==> config.mk <==
export PLATFORM = sky130hd
export DESIGN_NAME = ntt_scheduler
export DESIGN_NICKNAME = d
export VERILOG_FILES = /design/src/rtl/ntt_pkg.sv /design/src/rtl/ntt_addr_gen.sv /design/src/rtl/ntt_scheduler.sv
export SDC_FILE = /design/constraint.sdc
export NUM_CORES = 1
export LEC_CHECK = 0
export ABC_CLOCK_PERIOD_IN_PS = 3450
export BUFFER_PORTS_ARGS = -buffer_cell sky130_fd_sc_hd__buf_2
export CORE_ASPECT_RATIO = 0.5
export CORE_MARGIN = 4
export CORE_UTILIZATION = 35
export DETAILED_ROUTE_END_ITERATION = 6
export SLEW_MARGIN = 20
export SYNTH_ARGS = -nofsm -noshare
export SYNTH_HDL_FRONTEND = slang
export SYNTH_HIERARCHICAL = 1
export SYNTH_SLANG_ARGS = --single-unit
==> constraint.sdc <==
create_clock -name clk -period 3.45 [get_ports clk]
set_input_delay 0.345 -clock clk [delete_from_list [all_inputs] [get_ports clk]]
set_output_delay 0.345 -clock clk [all_outputs]
set_load 0.01 [all_outputs]
==> src/rtl/ntt_pkg.sv <==
// Shared NTT definitions: transform size, twiddle address width and the
// scheduler state enumeration.
package ntt_pkg;

  localparam int NTT_N    = 32;
  localparam int NTT_LOGN = 5;
  localparam int PSI_W    = 7;

  typedef enum logic [1:0] {
    IDLE   = 2'd0,
    ISSUE  = 2'd1,
    DRAIN  = 2'd2,
    FINISH = 2'd3
  } state_t;

endpackage

==> src/rtl/ntt_addr_gen.sv <==
// Combinational Cooley-Tukey address mapping: (stage, butterfly, direction)
// -> operand addresses and twiddle address. Outputs are forced to zero when
// not enabled so the scheduler presents quiet addresses outside ISSUE.
module ntt_addr_gen
  import ntt_pkg::*;
#(
  parameter int N    = NTT_N,
  parameter int LOGN = NTT_LOGN
) (
  input  logic                     en,
  input  logic [$clog2(LOGN)-1:0]  s,
  input  logic [LOGN-2:0]          b,
  input  logic                     inverse,
  output logic [LOGN-1:0]          addr_a,
  output logic [LOGN-1:0]          addr_b,
  output logic [PSI_W-1:0]         psi_addr
);

  localparam int TW = PSI_W - 2;

  logic [LOGN-1:0] t;
  logic [LOGN-1:0] g;
  logic [LOGN-1:0] j;
  logic [LOGN-1:0] a;
  logic [TW-1:0]   psum;

  // Butterfly span t, group index g, offset j within the group; a = 2*t*g + j
  always_comb begin
    t        = LOGN'(N / 2) >> s;
    g        = LOGN'(b) >> (LOGN - 1 - int'(s));
    j        = LOGN'(b) & (t - LOGN'(1));
    a        = (g << (LOGN - int'(s))) | j;
    psum     = TW'(g) + (TW'(1) << s);
    addr_a   = '0;
    addr_b   = '0;
    psi_addr = '0;
    if (en) begin
      addr_a   = a;
      addr_b   = a + t;
      psi_addr = {inverse, 1'b0, psum};
    end
  end

endmodule

==> src/rtl/ntt_scheduler.sv <==
// NTT butterfly scheduler: walks LOGN stages of N/2 butterflies, issues one
// command per handshake, tracks outstanding write-backs and holds a stage
// barrier until every result of the current stage has retired.
module ntt_scheduler
  import ntt_pkg::*;
#(
  parameter int N    = NTT_N,
  parameter int LOGN = NTT_LOGN
) (
  input  logic              clk,
  input  logic              rst,
  input  logic              start,
  input  logic              inverse,
  output logic              busy,
  output logic              done,
  output logic              bf_valid,
  input  logic              bf_ready,
  output logic [LOGN-1:0]   addr_a,
  output logic [LOGN-1:0]   addr_b,
  output logic [PSI_W-1:0]  psi_addr,
  input  logic              bf_retire,
  output logic              err
);

  localparam int SW = $clog2(LOGN);
  localparam int BW = LOGN - 1;
  localparam logic [SW-1:0]   S_LAST  = SW'(LOGN - 1);
  localparam logic [BW-1:0]   B_LAST  = BW'(N / 2 - 1);
  localparam logic [LOGN-1:0] OUT_MAX = LOGN'(N / 2);

  state_t          state;
  state_t          state_nxt;
  logic [SW-1:0]   s;
  logic [BW-1:0]   b;
  logic            inv_q;
  logic [LOGN-1:0] outst;
  logic [LOGN-1:0] outst_nxt;
  logic            err_q;
  logic            hs;
  logic            drained;
  logic            last_cmd;

  assign hs       = bf_valid & bf_ready;
  assign last_cmd = (b == B_LAST);
  assign drained  = (outst_nxt == '0);
  assign err      = err_q;

  // Outstanding count after this cycle: issue and retire cancel, saturate at N/2, floor at 0
  always_comb begin
    outst_nxt = outst;
    if (hs && !bf_retire) begin
      if (outst != OUT_MAX) outst_nxt = outst + LOGN'(1);
    end else if (!hs && bf_retire) begin
      if (outst != '0) outst_nxt = outst - LOGN'(1);
    end
  end

  // State register
  always_ff @(posedge clk) begin
    if (rst) state <= IDLE;
    else     state <= state_nxt;
  end

  // Next-state logic; DRAIN is the stage barrier
  always_comb begin
    state_nxt = state;
    case (state)
      IDLE:    if (start) state_nxt = ISSUE;
      ISSUE:   if (hs && last_cmd) state_nxt = DRAIN;
      DRAIN:   if (drained) state_nxt = (s != S_LAST) ? ISSUE : FINISH;
      FINISH:  state_nxt = IDLE;
      default: state_nxt = IDLE;
    endcase
  end

  // Status outputs decoded from the state
  always_comb begin
    busy     = 1'b0;
    done     = 1'b0;
    bf_valid = 1'b0;
    case (state)
      ISSUE:   begin busy = 1'b1; bf_valid = 1'b1; end
      DRAIN:   busy = 1'b1;
      FINISH:  done = 1'b1;
      default: ;
    endcase
  end

  // Stage/butterfly counters, direction latch, outstanding counter and sticky error
  always_ff @(posedge clk) begin
    if (rst) begin
      s     <= '0;
      b     <= '0;
      inv_q <= 1'b0;
      outst <= '0;
      err_q <= 1'b0;
    end else begin
      if (state == IDLE && start) begin
        s     <= '0;
        b     <= '0;
        inv_q <= inverse;
      end
      if (hs) b <= b + BW'(1);
      if (state == DRAIN && drained && s != S_LAST) begin
        s <= s + SW'(1);
        b <= '0;
      end
      outst <= outst_nxt;
      if (bf_retire && !hs && outst == '0) err_q <= 1'b1;
    end
  end

  ntt_addr_gen #(
    .N    (N),
    .LOGN (LOGN)
  ) u_addr_gen (
    .en       (state == ISSUE),
    .s        (s),
    .b        (b),
    .inverse  (inv_q),
    .addr_a   (addr_a),
    .addr_b   (addr_b),
    .psi_addr (psi_addr)
  );

endmodule

==> results.md <==
- Tcrit/Tclk final: 96.0%
- Worst Path Required: 3.11 ns
- CP max stage delay: 0.32 ns
- Via count: ~2100
- Syn. warnings: 6
- Commonest non-fill, non-tap cell in the layout: buf_2
- Status: complete, no violations
- Clk slew on worst S/H paths: about 0.050 ns
- Leakage power: around 0.0011 uW
- Hold Path Class: in2reg
- CTS Root Cell: clkbuf_16
- Initial Utilization: a little under two fifths
- Worst-path cell chain: inv_1 > ha_4 > ha_4 > nand2b_4 > a211oi_4 > o21ai_2 > buf_4 > o311ai_4 > fa_2 > a21o_1 > a21oi_2 > xnor2_1 > a211o_1 > nand2_1 > buf_2
- GRT overflow: 0
- Largest net degree at the start of global routing: 18
- Clock Latency Late Sink: 0.25 ns
- Mean Syn Cell Area: 8.06 sq um
- Pwr dens: 504 mW/mm^2
- Share of cells above drive strength 1: ~29%
- Ant diodes: 0
- Core footprint: 0.00568 sq mm
- Drc violations: 0
- I/O pin total: 27
- Maxcap violations: 0
- Final hold violation count: 0
- Initial DRC count: ~140
- Max IR drop VDD: about 0.25 mV
- Synth cell types: 65
- TritonRoute pass-1 iters: 4
- Deepest clock path buffer count: 2
- Fmax: around 0.30 GHz
- Max_slew headroom: roughly 65%
- Number of global-route vias before repair: around 2000
- DP Worst Slack: 0.0926 ns
- Filler cells: a little over 500
- Via density: between 5 and 6
- Count of final setup violators: 0
- CP Launch Type: flop
- Most frequent cells in the layout: buf_2 (25), nor2_1 (21), ha_1 (21)
- IO buf count: 25
- Crit-path slowest cell: dfxtp_2
- Crit Path Class: reg2out
- Initial antenna violation count: 0
- Mapped Nets: around 300
- GRT Overall Usage: 14.8%
- FP Rows: 19
- Worst Path Arrival: between 2 and 3 ns
- CTS Buf Count: 3
- Crit end category: output port
- Hold WS: between 0.3 and 0.4 ns
- WL/cell: about 15 um
- Syn Inst Count: 263
- Chip height: roughly 63 um
- Seq/Total Area, Yosys: between 10% and 20%
- Async SR Flop Fraction: 0%
- Crit-path most repeated cell: ha_4
- Antenna Nets Post-Route: 0
- Final worst slack: ~0.14 ns
- Synth-to-layout area growth: 23.1%
- Die area: ~0.0074 sq mm
- Clk sinks: 16
- Tightest Pin Transition: about 0.53 ns
- Minimum clock period: 3.31 ns
- H-Tree Depth: 1
- Routability cong.: 0.957
- Layout Skew: between 0.0009 and 0.001 ns
- Fin nets: about 330
- Register bit total from synthesis: 16
- Netlist Area Pre-Place: between 0.002 and 0.0025 sq mm
- Final Max Slew Viols: 0
- Post-cts hold buffer count: 0
- Detailed Place HPWL: slightly above 4000 um
- First-pass GRT wire length: just over 9000 um
- Primary FF master, synth: dfxtp_1
- Die width: ~120 um
- CP Max Fanout: 5
- EDFF count, synth: 0
- TritonCTS clock tree: built
- Final wirelength: 5460 um
[Yosys cell counts (5+ instances only)]
cell type,count,area (sq um)
nand3_1,5,25.0
o21ai_0,8,40.0
nor2_1,22,82.6
xor2_1,5,43.8
nor3_1,7,35.0
nand2_1,15,56.3
xnor2_1,6,52.6
nor2b_1,6,37.5
ha_1,26,325
a211oi_1,5,37.5
mux2i_1,5,50.1
a21oi_1,20,100
o211ai_1,7,52.6
inv_1,18,67.6
and2_1,10,62.6
a21o_1,5,37.5
dfxtp_1,16,320
[per-stage QoR]
stage	std cells	util (%)	setup TNS, ns	area [sq um]	total power [uW]
after CTS	365	43.7	0	2480	1290
after global routing	369	46.0	-0.116	2610	1420
final	369	46.0	0	2610	1320
after global placement	357	40.9	0	2320	1030
after floorplan	263	-	0	2130	873
after detailed placement	357	40.9	0	2320	1040
[critical path: cells and delay by family, from the launching register on]
kind | cells | cell delay (ns)
compound gates | 6 | 1.03
xor+xnor | 1 | 0.14
fa+ha+maj | 3 | 0.75
buf+inv | 3 | 0.34
flops | 1 | 0.32
simple gates | 2 | 0.14
[flip-flops by register name, summed over array words and instances, names as in the netlist]
name,cells
s,3
inv_q,1
state,2
b,4
outst,5
err,1
[kinds of logic after synthesis]
logic type                 Yosys count  synth area share, %
muxes                                5                 2.36
xor gates and xnor gates            11                 4.54
AOI/OAI and AO/OA                   76                 26.9
buffers and inverters               30                 7.79
DFF                                 16                 15.1
adders and majority gates           28                 17.2
and+or+nand+nor                     96                 25.9
other                                1                0.177
[area by class of cell]
| type | instances | area [sq um] | share of cell area [%] |
|---|---|---|---|
| Clock buffer | 3 | 75.1 | 2.87 |
| Inverter | 18 | 67.6 | 2.59 |
| Multi-Input combinational cell | 217 | 1780 | 68.3 |
| Sequential cell | 16 | 324 | 12.4 |
| Tap cell | 73 | 91.3 | 3.50 |
| Timing Repair Buffer | 42 | 269 | 10.3 |
[repair_timing]
action / in CTS / in global routing
cloned: 0 / 0
setup endpoints to repair: 1 / 2
pin swaps: 6 / 9
endpoints found under the hold margin: 0 / 0
setup buffers: 5 / 4
gates resized for setup: 8 / 18
[layer usage]
layer	global-route usage [%]	share of wire, %	vias up
met3	2.71	5.1	11
met1	18.0	44	970
li1	-	-	1019
met5	0	0	-
met4	3.94	2.1	0
met2	26.9	49	64
[where the power goes]
group | internal (uW) | total [uW] | leakage (uW) | switching [uW]
clock | 152 | 226 | 0.0000370 | 73.9
combinational | 328 | 810 | 0.000943 | 482
sequential | 222 | 279 | 0.000132 | 57.1
total | 702 | 1320 | 0.00111 | 613
[final timing paths]
kind / startpoint / to / slack [ns] / cells after the start
max reg2reg: state[1] / s[1] / 1.02 / 8
min: inverse / inv_q / 0.35 / 3
min reg2reg: inv_q / inv_q / 0.46 / 2
max: s[1] / addr_b[4] / 0.14 / 15
(Power assumes the default switching activity.)
